## src/rtl/alu_cmd_sequencer.sv

```systemverilog
// Command sequencer for the 4-bit ALU: queues (op, a, b, acc-flag) commands in a
// small FIFO and steps each one through issue, settle, capture and result hand-off.
module alu_cmd_sequencer #(
  parameter int FIFO_DEPTH = 4
) (
  input  logic       clk,
  input  logic       rst,
  input  logic       cmd_valid,
  output logic       cmd_ready,
  input  logic [1:0] cmd_op,
  input  logic [3:0] cmd_a,
  input  logic [3:0] cmd_b,
  input  logic       cmd_acc,
  output logic [3:0] alu_in1,
  output logic [3:0] alu_in2,
  output logic [1:0] alu_ctrl,
  input  logic [3:0] alu_out,
  input  logic       alu_cout,
  output logic       res_valid,
  input  logic       res_ready,
  output logic [3:0] res_data,
  output logic       res_cout,
  output logic [3:0] acc,
  output logic       busy
);

  localparam int PTR_W = (FIFO_DEPTH > 1) ? $clog2(FIFO_DEPTH) : 1;
  localparam int CNT_W = PTR_W + 1;
  localparam int ENT_W = 11;

  typedef enum logic [1:0] {
    S_IDLE    = 2'd0,
    S_ISSUE   = 2'd1,
    S_CAPTURE = 2'd2,
    S_RESULT  = 2'd3
  } state_t;

  state_t             state_reg, state_next;
  logic [ENT_W-1:0]   fifo_mem [FIFO_DEPTH];
  logic [PTR_W-1:0]   wr_ptr_reg, rd_ptr_reg;
  logic [CNT_W-1:0]   count_reg;
  logic               full, empty, push, pop, capture;
  logic [ENT_W-1:0]   head;
  logic [3:0]         alu_in1_reg, alu_in2_reg, res_data_reg, acc_reg;
  logic [1:0]         alu_ctrl_reg;
  logic               res_cout_reg;

  assign full      = (count_reg == CNT_W'(FIFO_DEPTH));
  assign empty     = (count_reg == '0);
  assign cmd_ready = !full;
  // Push depends only on !full, so a same-cycle pop never opens a slot early.
  assign push      = cmd_valid && !full;
  assign head      = fifo_mem[rd_ptr_reg];

  always_ff @(posedge clk) begin
    if (push) begin
      fifo_mem[wr_ptr_reg] <= {cmd_acc, cmd_op, cmd_a, cmd_b};
    end
  end

  always_ff @(posedge clk) begin
    if (rst) begin
      wr_ptr_reg <= '0;
      rd_ptr_reg <= '0;
      count_reg  <= '0;
    end else begin
      if (push) wr_ptr_reg <= wr_ptr_reg + 1'b1;
      if (pop)  rd_ptr_reg <= rd_ptr_reg + 1'b1;
      case ({push, pop})
        2'b10:   count_reg <= count_reg + 1'b1;
        2'b01:   count_reg <= count_reg - 1'b1;
        default: count_reg <= count_reg;
      endcase
    end
  end

  always_ff @(posedge clk) begin
    if (rst) state_reg <= S_IDLE;
    else     state_reg <= state_next;
  end

  always_comb begin
    state_next = state_reg;
    pop        = 1'b0;
    capture    = 1'b0;
    res_valid  = 1'b0;
    case (state_reg)
      S_IDLE: begin
        if (!empty) begin
          pop        = 1'b1;
          state_next = S_ISSUE;
        end
      end
      S_ISSUE:   state_next = S_CAPTURE;
      S_CAPTURE: begin
        capture    = 1'b1;
        state_next = S_RESULT;
      end
      S_RESULT: begin
        res_valid = 1'b1;
        if (res_ready) state_next = S_IDLE;
      end
      default:   state_next = S_IDLE;
    endcase
  end

  // acc_reg always holds the previous command's result by the time the next pop happens.
  always_ff @(posedge clk) begin
    if (rst) begin
      alu_in1_reg  <= '0;
      alu_in2_reg  <= '0;
      alu_ctrl_reg <= '0;
      res_data_reg <= '0;
      res_cout_reg <= 1'b0;
      acc_reg      <= '0;
    end else begin
      if (pop) begin
        alu_in1_reg  <= head[10] ? acc_reg : head[7:4];
        alu_in2_reg  <= head[3:0];
        alu_ctrl_reg <= head[9:8];
      end
      if (capture) begin
        res_data_reg <= alu_out;
        res_cout_reg <= alu_cout;
        acc_reg      <= alu_out;
      end
    end
  end

  assign alu_in1  = alu_in1_reg;
  assign alu_in2  = alu_in2_reg;
  assign alu_ctrl = alu_ctrl_reg;
  assign res_data = res_data_reg;
  assign res_cout = res_cout_reg;
  assign acc      = acc_reg;
  assign busy     = (state_reg != S_IDLE) || !empty;

endmodule

```

## config.mk

```make
export PLATFORM = sky130hd
export DESIGN_NAME = alu_cmd_sequencer
export DESIGN_NICKNAME = d
export VERILOG_FILES = /design/src/rtl/alu_cmd_sequencer.sv
export SDC_FILE = /design/constraint.sdc
export NUM_CORES = 1
export LEC_CHECK = 0
export ABC_AREA = 0
export CORE_ASPECT_RATIO = 0.75
export CORE_UTILIZATION = 35
export CTS_BUF_LIST = sky130_fd_sc_hd__clkbuf_4
export DETAILED_ROUTE_END_ITERATION = 6
export PLACE_DENSITY = 0.6
export SYNTH_ARGS = -nofsm -noshare
export SYNTH_HDL_FRONTEND = slang
export SYNTH_SLANG_ARGS = --single-unit
export TNS_END_PERCENT = 10
```

## constraint.sdc

```tcl
create_clock -name clk -period 3.27 [get_ports clk]
set_input_delay 0.654 -clock clk [delete_from_list [all_inputs] [get_ports clk]]
set_output_delay 0.654 -clock clk [all_outputs]
set_load 0.02 [all_outputs]
```

# Word level (Yosys, flattened, before mapping)
# Memory sizes are Yosys's and may differ from the RTL's. A register that Yosys moved wholly into a read port is not among the register bits.
# Index checks and enable logic that the tools add are counted.
# classes
n_addsub	4
multipliers	0
div	0
order_cmp	0
eq_ne	8
shifts	0
mux	13
bitwise_logic	0
n_reduce_logical	9
# ops
operator	n
2-to-1 mux 2 bit	4
case mux 2 bit (4 select lines)	1
equality test 2 bit, second input constant	3
2-to-1 mux 1 bit	6
case mux 3 bit (2 select lines)	1
adder 2 x 1 -> 2 bit, second input constant	2
equality test 2 x 1 -> 1 bit, second input constant	2
2-to-1 mux 4 bit	1
inequality test 2 bit, second input constant	2
nonzero test 2 bit	2
adder 3 x 1 -> 3 bit, second input constant	1
equality test 3 bit, second input constant	1
logical NOT 3 bit	1
subtractor 3 x 1 -> 3 bit, second input constant	1
logical NOT 1 bit	2
logical NOT 2 bit	1
AND reduction 2 bit	1
logical AND 1 bit	1
logical OR 1 bit	1
# word_totals
reg_bits	24
latchBits	0
mem_bits_rw	44
rom_bits	0
input_bits	20
out_inout_bits	22
word_cells	44
mem_count	1
# memory_table
memory	depth	word_bits	read_ports	rd_clocked_by_memory_dff	write_ports	line_no	rtl
fifo_mem	4	11	1	1	1	39	logic [ENT_W-1:0] fifo_mem [FIFO_DEPTH];

# Longest topological paths before layout
# Gate-level depths: netlist of the first run.
# depth
word_depth	5
depth_mapped	11
depth_no_buf	10

# Worst setup path before layout of the first run
# OpenSTA, ideal clock, no wires.
# synth_timing
path_type	register to register
from	reg state_reg[0]
to	reg count_reg[2]
setup_ns	0.071
t_arrival_ns	2.270
t_required_ns	3.199
setup_slack_ns	0.929
path_stages_with_launch	12
path_buffers	1
synth_period_minus_slack_ns	2.341
path_cell_list	dfxtp_1 > inv_1 > ha_1 > o31ai_4 > inv_2 > buf_2 > ha_1 > inv_1 > fa_1 > xor2_1 > or3_2 > a21oi_1
# synth_via
elab_chain_len	4
elab_cells_between_ends	6
cone_classes	eq/ne: 2; mux: 2; reduce/logical: 2
# synth_lines
element	line_no	rtl
start: declaration	38	state_t state_reg, state_next;
start signal: assignment	79	else state_reg <= state_next;
logical NOT 2 bit (*)	87	case (state_reg)
2-to-1 mux 1 bit (*)	87	
named net pop	42	logic full, empty, push, pop, capture;
equality test 2 x 1 -> 1 bit / equality test 2 bit (equally long branches)	69	case ({push, pop})
case mux 3 bit (2 select lines) / nonzero test 2 bit (equally long branches)	-	
end signal: assignment	70	2'b10: count_reg <= count_reg + 1'b1;
end signal: assignment	71	2'b01: count_reg <= count_reg - 1'b1;
end signal: assignment	72	default: count_reg <= count_reg;
end: declaration	41	logic [CNT_W-1:0] count_reg;
# Mark *: on every way through the listed nets, which the timed path passes. The rest lies on a longest branch.
# A chain may end at the register's enable or synchronous reset.

# Worst setup path in the final report of the first run
# layout_timing
from	reg state_reg[0]
to	out busy
# layout_via
elab_chain_len	2
# layout_lines
element	line_no	rtl
nonzero test 2 bit	136	assign busy = (state_reg != S_IDLE) || !empty;
logical OR 1 bit	136	
end: declaration	24	output logic busy
# Every way passes these cells.

==> out/metrics.csv, run 1 <==
stage,metric,value,unit
setup_path,CP endpoint kind,output pin,
setup_path,largest delay contributor family on the critical path,buffers and inverters,
clocking,CTS Root Cell,clkbuf_4,
synthesis,"FFs w/ async S/R, synth",0,%
cells_and_area,fin util,45.4,%
sta,min Tclk post-route,2870,ps
clocking,Setup Buffers After CTS,0,
setup_path,CP arrival,2210,ps
cells_and_area,# fillers,682,
pwr,Int Pwr,0.00184,W
sta,RSZ-0062 raised after global routing,no,
pwr,Comb pwr share,33.2,%
sta,Tcrit/Tclk final,87.7,%
synthesis,Avg Inst Size Synth,14.7,um2
pwr,Worst IR Drop VDD,0.000304,V
setup_path,reg2reg start,state_reg[0]$_SDFFE_PP0P_,
synthesis,Mapped Area,2800,um2
setup_path,CP startpoint,state_reg[0]$_SDFFE_PP0P_,
cells_and_area,fin area,3420,um2
floorplanning,total die area,8360,um2
setup_path,crit path to,busy,
routing,Detailed Route WL,4850,um
sta,fmax,349,MHz
clocking,hold_buf cts,0,
pwr,switching share of power,32.0,%
placed_design,Detailed Place HPWL,3280,um
clocking,number of cells upsized or downsized after cts,0,
clocking,CTS tree,yes,
pwr,P per Cell Area,791,nW/um2
placed_design,I/O Buffers,41,
min_path,HP Start,alu_in2[0]$_SDFFE_PP0P_,
floorplanning,IO Count,42,
routing,post-DR vias/cell,4.74,
job,max-cap violations,0,
routing,Detail Route Antenna Nets,0,
sta,Max Clock Skew,11.3,ps
clocking,H-tree Lvls,3,
synthesis,"EDFF count, synth",44,
synthesis,yosys warns,0,
cells_and_area,Biggest register,fifo_mem,
global_routing,initial antenna violation count,0,
setup_path,worst path bufs/invs,2,
cells_and_area,Finished Layout Cells,335,
floorplanning,Core Region,7530,um2
routing,# DRC,0,
sta,Hold Fails Final Rpt,0,
cells_and_area,"most common cell after layout, fill and taps aside",edfxtp_1,
floorplanning,FP Rows,27,
pwr,switching pwr,0.000866,W
clocking,clock-pin slew on the worst setup and hold paths,110,ps
pwr,Sequential Power Share,44.5,%
global_routing,gr usage total,13.2,%
floorplanning,Initial Util,37.1,%
setup_path,Worst path depth,4,
placed_design,placed cell areas,3260,um2
clocking,clock buffer depth,2,
synthesis,post-synthesis sequential area ratio,65.8,%
setup_path,Worst R2R End,count_reg[2]$_SDFFE_PP0P_,
sta,Worst-Margin Slew,979,ps
global_routing,vias in the first global route,1607,
synthesis,Post-Synthesis Cells,190,
cells_and_area,layout cells sized above 1,12.8,%
clocking,Clock Latency Late Sink,400,ps
setup_path,Critical Path Start Type,flop,
routing,DR pass1 iterations,4,
setup_path,FF-to-FF path depth,10,
synthesis,"Net Count, Synth",220,
cells_and_area,nets@finish,259,
routing,via count,1589,
setup_path,slowest CP cell,clkdlybuf4s50_1,
cells_and_area,most frequent cells in the layout,"edfxtp_1 (44), clkdlybuf4s50_1 (41), dfxtp_1 (26)",
sta,Rel. slew slack,34.5,%
setup_path,Worst EP required,2620,ps
routing,wire per inst,14.5,um
sta,Final setup violation count,0,
setup_path,CP max FO,5,
sta,Final Max Tran Viols,0,
outcome,status,finished clean,
global_routing,first-pass GRT wire length,8090,um
global_routing,GRT Residual Overflow,0,
sta,worst hold slack,470,ps
cells_and_area,Syn-to-layout area delta,22.2,%
pwr,Pleak,1.17,nW
placed_design,Inst Count DP,319,
min_path,worst hold path type,flop to flop,
cells_and_area,ANT cells,0,
clocking,Num CTS Buffers,9,
global_routing,largest net degree at the start of global routing,26,
synthesis,most common flop cell mapped by yosys,edfxtp_1,
setup_path,critical path class,flop to output pin,
setup_path,Reg2Reg Setup Slack,710,ps
floorplanning,Horiz. Die Dim,105,um
sta,setup tns final,0,ps
pwr,clock power share,22.4,%
placed_design,GP Congestion,0.688,
floorplanning,chip height,79.4,um
cells_and_area,max reg flops,44,
routing,initial drt markers,54,
synthesis,Yosys reg bits,70,
setup_path,CP cell instances,"inv_1, ha_1, or4b_1, clkdlybuf4s50_1",
synthesis,Netlist cell types,31,
clocking,Clock Sinks,70,
setup_path,max incr delay on CP,580,ps
## worst reg2reg max path, cell delays in order, from the launching register on
cell and delay (ps):
dfxtp_1 340, inv_1 120, ha_1 220, o31ai_4 140, inv_2 270, ha_1 250
inv_1 60, fa_1 370, xor2_1 160, or3_2 400, a21oi_1 160
## power by group through the flow
stage | Clock (W) | Combinational, W | Sequential, W
floorplan | 0 | 0.000599 | 0.00125
global route | 0.000667 | 0.000997 | 0.00123
global placement | 0 | 0.000895 | 0.00122
detailed placement | 0 | 0.000908 | 0.00123
CTS | 0.000624 | 0.000911 | 0.00121
finish | 0.000605 | 0.000897 | 0.00120
## area by class of cell
class                      count  area (um2)  share of cell area [%]
clock inverter                 5        75.1                    2.20
multi-input combinational     97         842                    24.6
clock buffer                  11        82.6                    2.41
inverter                       9        33.8                   0.988
tap                          101         126                    3.70
sequential                    70        1840                    53.9
timing repair buffer          42         418                    12.2
## kinds of logic (layout without fill, tap and decap cells)
family	Yosys count	count (layout)	share of synthesized area (%)
and+or+nand+nor	40	40	6.57
DFF	70	70	65.8
xor gates and xnor gates	3	3	0.939
buffers and inverters	23	67	4.07
AOI/OAI and AO/OA	24	24	5.77
adders and majority gates	10	10	4.74
muxes	20	20	12.1
## how the worst min path moves through the flow
stage                                     endpoint  slack (ps)  cells past startpoint
final                      alu_in2[0]$_SDFFE_PP0P_         470                      2
after global routing      alu_ctrl[0]$_SDFFE_PP0P_         500                      2
after CTS                  alu_in2[3]$_SDFFE_PP0P_         470                      2
after detailed placement   alu_in2[3]$_SDFFE_PP0P_         460                      2
after global placement     alu_in2[0]$_SDFFE_PP0P_         450                      2
after floorplan                               flop         460                      2
## Yosys cell counts (2+ instances only)
| master | n | area, um2 |
|---|---|---|
| mux2i_1 | 9 | 90.1 |
| and3_1 | 4 | 25.0 |
| clkbuf_1 | 4 | 15.0 |
| mux4_2 | 11 | 248 |
| ha_1 | 9 | 113 |
| nor2_1 | 15 | 56.3 |
| nand2_1 | 13 | 48.8 |
| xor2_1 | 2 | 17.5 |
| nand3_1 | 3 | 15.0 |
| buf_2 | 4 | 20.0 |
| a211oi_1 | 4 | 30.0 |
| a21o_1 | 3 | 22.5 |
| dfxtp_1 | 26 | 521 |
| inv_1 | 8 | 30.0 |
| buf_4 | 4 | 30.0 |
| a21oi_1 | 12 | 60.1 |
| o21ai_0 | 2 | 10.0 |
| edfxtp_1 | 44 | 1320 |
## metal layers
layer | global-route usage (%) | share of wire, % | vias up
met5 | 0 | 0 | -
met4 | 4.65 | 0.54 | 0
met3 | 5.14 | 5.5 | 4
met2 | 20.3 | 46 | 43
met1 | 17.1 | 48 | 769
li1 | - | - | 773
## per-stage QoR
step / worst slack (ps) / total power, W
final: 404 / 0.00270
after global routing: 267 / 0.00289
after CTS: 368 / 0.00274
after detailed placement: 548 / 0.00213
after global placement: 609 / 0.00212
after floorplan: 929 / 0.00185
No activity file was read; power rests on OpenSTA's default activity.
==> run 2, diff against run 1 <==
- CORE_UTILIZATION: 35 -> 50
- PLACE_DENSITY: 0.6 -> 0.79
==> out/metrics.csv, run 2 (synthesis gave the netlist of run 1 again) <==
stage,metric,value,unit,change
setup_path,worst path bufs/invs,2,,unchanged
floorplanning,FP Rows,23,,was 27
placed_design,I/O Buffers,41,,unchanged
sta,RSZ-0062 raised after global routing,no,,unchanged
placed_design,Setup WS pre-CTS,576,ps,was 548 ps
outcome,status,finished clean,,unchanged
global_routing,initial antenna violation count,0,,unchanged
sta,fmax,350,MHz,was 349 MHz
clocking,H-tree Lvls,3,,unchanged
sta,Worst-Margin Slew,970,ps,was 979 ps
clocking,number of cells upsized or downsized after cts,0,,unchanged
setup_path,CP startpoint,state_reg[0]$_SDFFE_PP0P_,,unchanged
global_routing,vias in the first global route,1455,,"was 1,607"
sta,Max Clock Skew,18.2,ps,was 11.3 ps
cells_and_area,layout cells sized above 1,13.3,%,was 12.8%
routing,wire per inst,14.3,um,was 14.5 um
setup_path,CP max FO,5,,unchanged
clocking,CTS Root Cell,clkbuf_4,,unchanged
setup_path,largest delay contributor family on the critical path,buffers and inverters,,unchanged
setup_path,max incr delay on CP,580,ps,about the same
global_routing,largest net degree at the start of global routing,26,,unchanged
clocking,Setup Buffers After CTS,0,,unchanged
cells_and_area,nets@finish,258,,was 259
setup_path,CP endpoint kind,output pin,,unchanged
setup_path,slowest CP cell,clkdlybuf4s50_1,,unchanged
setup_path,Worst EP required,2620,ps,about the same
setup_path,Worst R2R End,count_reg[2]$_SDFFE_PP0P_,,unchanged
setup_path,critical path class,flop to output pin,,unchanged
min_path,worst hold path type,flop to flop,,unchanged
sta,Rel. slew slack,35.1,%,was 34.5%
clocking,Clock Sinks,70,,unchanged
global_routing,GRT Residual Overflow,0,,unchanged
setup_path,crit path to,busy,,unchanged
cells_and_area,# fillers,409,,was 682
pwr,P per Cell Area,797,nW/um2,was 791 nW/um2
floorplanning,IO Count,42,,unchanged
floorplanning,chip height,66.8,um,was 79.4 um
global_routing,gr usage total,17.2,%,was 13.2%
clocking,Num CTS Buffers,9,,unchanged
setup_path,reg2reg start,state_reg[0]$_SDFFE_PP0P_,,unchanged
floorplanning,Horiz. Die Dim,88.4,um,was 105 um
setup_path,Reg2Reg Setup Slack,760,ps,was 710 ps
sta,final worst slack,414,ps,was 404 ps
pwr,Worst IR Drop VDD,0.000335,V,was 0.000304 V
setup_path,CP cell instances,"inv_1, ha_1, or4b_1, clkdlybuf4s50_1",,unchanged
cells_and_area,Syn-to-layout area delta,21.1,%,was 22.2%
sta,min Tclk post-route,2860,ps,was 2870 ps
sta,Hold Fails Final Rpt,0,,unchanged
floorplanning,total die area,5900,um2,was 8360 um2
sta,Final Max Tran Viols,0,,unchanged
sta,Tcrit/Tclk final,87.3,%,was 87.7%
cells_and_area,"most common cell after layout, fill and taps aside",edfxtp_1,,unchanged
clocking,CTS tree,yes,,unchanged
cells_and_area,most frequent cells in the layout,"edfxtp_1 (44), clkdlybuf4s50_1 (41), dfxtp_1 (26)",,unchanged
cells_and_area,max reg flops,44,,unchanged
placed_design,GP Congestion,0.695,,was 0.688
floorplanning,Initial Util,52.3,%,was 37.1%
routing,# DRC,0,,unchanged
setup_path,Critical Path Start Type,flop,,unchanged
setup_path,FF-to-FF path depth,10,,unchanged
global_routing,first-pass GRT wire length,7050,um,was 8090 um
routing,initial drt markers,63,,was 54
cells_and_area,Biggest register,fifo_mem,,unchanged
routing,post-DR vias/cell,5.12,,was 4.74
job,max-cap violations,0,,unchanged
placed_design,Detailed Place HPWL,2950,um,was 3280 um
clocking,clock buffer depth,2,,unchanged
setup_path,Worst path depth,4,,unchanged
clocking,Clock Latency Late Sink,400,ps,about the same
pwr,Pleak,1.17,nW,about the same
clocking,clock-pin slew on the worst setup and hold paths,110,ps,about the same
sta,Final setup violation count,0,,unchanged
sta,setup tns final,0,ps,unchanged
routing,Detailed Route WL,4410,um,was 4850 um
routing,via count,1578,,"was 1,589"
setup_path,CP arrival,2200,ps,was 2210 ps
routing,Detail Route Antenna Nets,0,,unchanged
routing,DR pass1 iterations,4,,unchanged
clocking,hold_buf cts,0,,unchanged
floorplanning,Core Region,5350,um2,was 7530 um2
cells_and_area,ANT cells,0,,unchanged
run 2: area by class of cell:
class / instances / area, um2 / area share [%]
sequential: 70 / 1840 / 54.4
multi-input combinational: 97 / 842 / 24.9
clock buffer: 11 / 82.6 / 2.44
timing repair buffer: 41 / 410 / 12.1
clock inverter: 5 / 83.8 / 2.47
inverter: 9 / 33.8 / 0.997
tap: 75 / 93.8 / 2.77
run 2: power breakdown:
part           switching, W  internal, W  leakage, nW
Combinational      0.000461     0.000416        0.466
Clock              0.000288     0.000329       0.0833
Sequential         0.000114      0.00109        0.617
run 2: worst min path at each step:
stage                                          start                  endpoint  slack (ps)  cells past startpoint
after floorplan           rd_ptr_reg[1]$_SDFFE_PP0P_                      flop         460                      2
after global placement      alu_ctrl[1]$_SDFFE_PP0P_  alu_ctrl[1]$_SDFFE_PP0P_         460                      2
after detailed placement     alu_in2[1]$_SDFFE_PP0P_   alu_in2[1]$_SDFFE_PP0P_         450                      2
after CTS                   alu_ctrl[1]$_SDFFE_PP0P_  alu_ctrl[1]$_SDFFE_PP0P_         470                      2
after global routing         alu_in2[1]$_SDFFE_PP0P_   alu_in2[1]$_SDFFE_PP0P_         490                      2
final                       alu_ctrl[1]$_SDFFE_PP0P_  alu_ctrl[1]$_SDFFE_PP0P_         470                      2
run 2: layer usage:
metal	vias to the layer above	routed length (um)	global-route usage (%)	part of all wire (%)
li1	769	-	-	-
met1	753	2040	21.4	46
met2	52	2040	26.3	46
met3	4	306	7.68	6.9
met4	0	27	6.65	0.61
met5	-	0	0	0
run 2: stage by stage:
step                instance area (um2)  utilization, %  hold WS [ps]  total power (W)  std cells
floorplan                          2800               -           459          0.00185        190
global placement                   3220            60.2           457          0.00209        292
detailed placement                 3220            60.2           455          0.00211        292
CTS                                3390            63.3           472          0.00273        308
global route                       3390            63.3           492          0.00286        308
finish                             3390            63.3           468          0.00270        308
run 2: worst min-delay path, stage by stage (launching register included):
cell and delay [ps]:
dfxtp_1 330, nand2_1 50, a21oi_1 50
==> run 3, diff against run 2 <==
- SKIP_LAST_GASP: default -> 1
==> results of run 3 <==
Same layout as run 2: the final DEF is identical, and so are final timing and power.
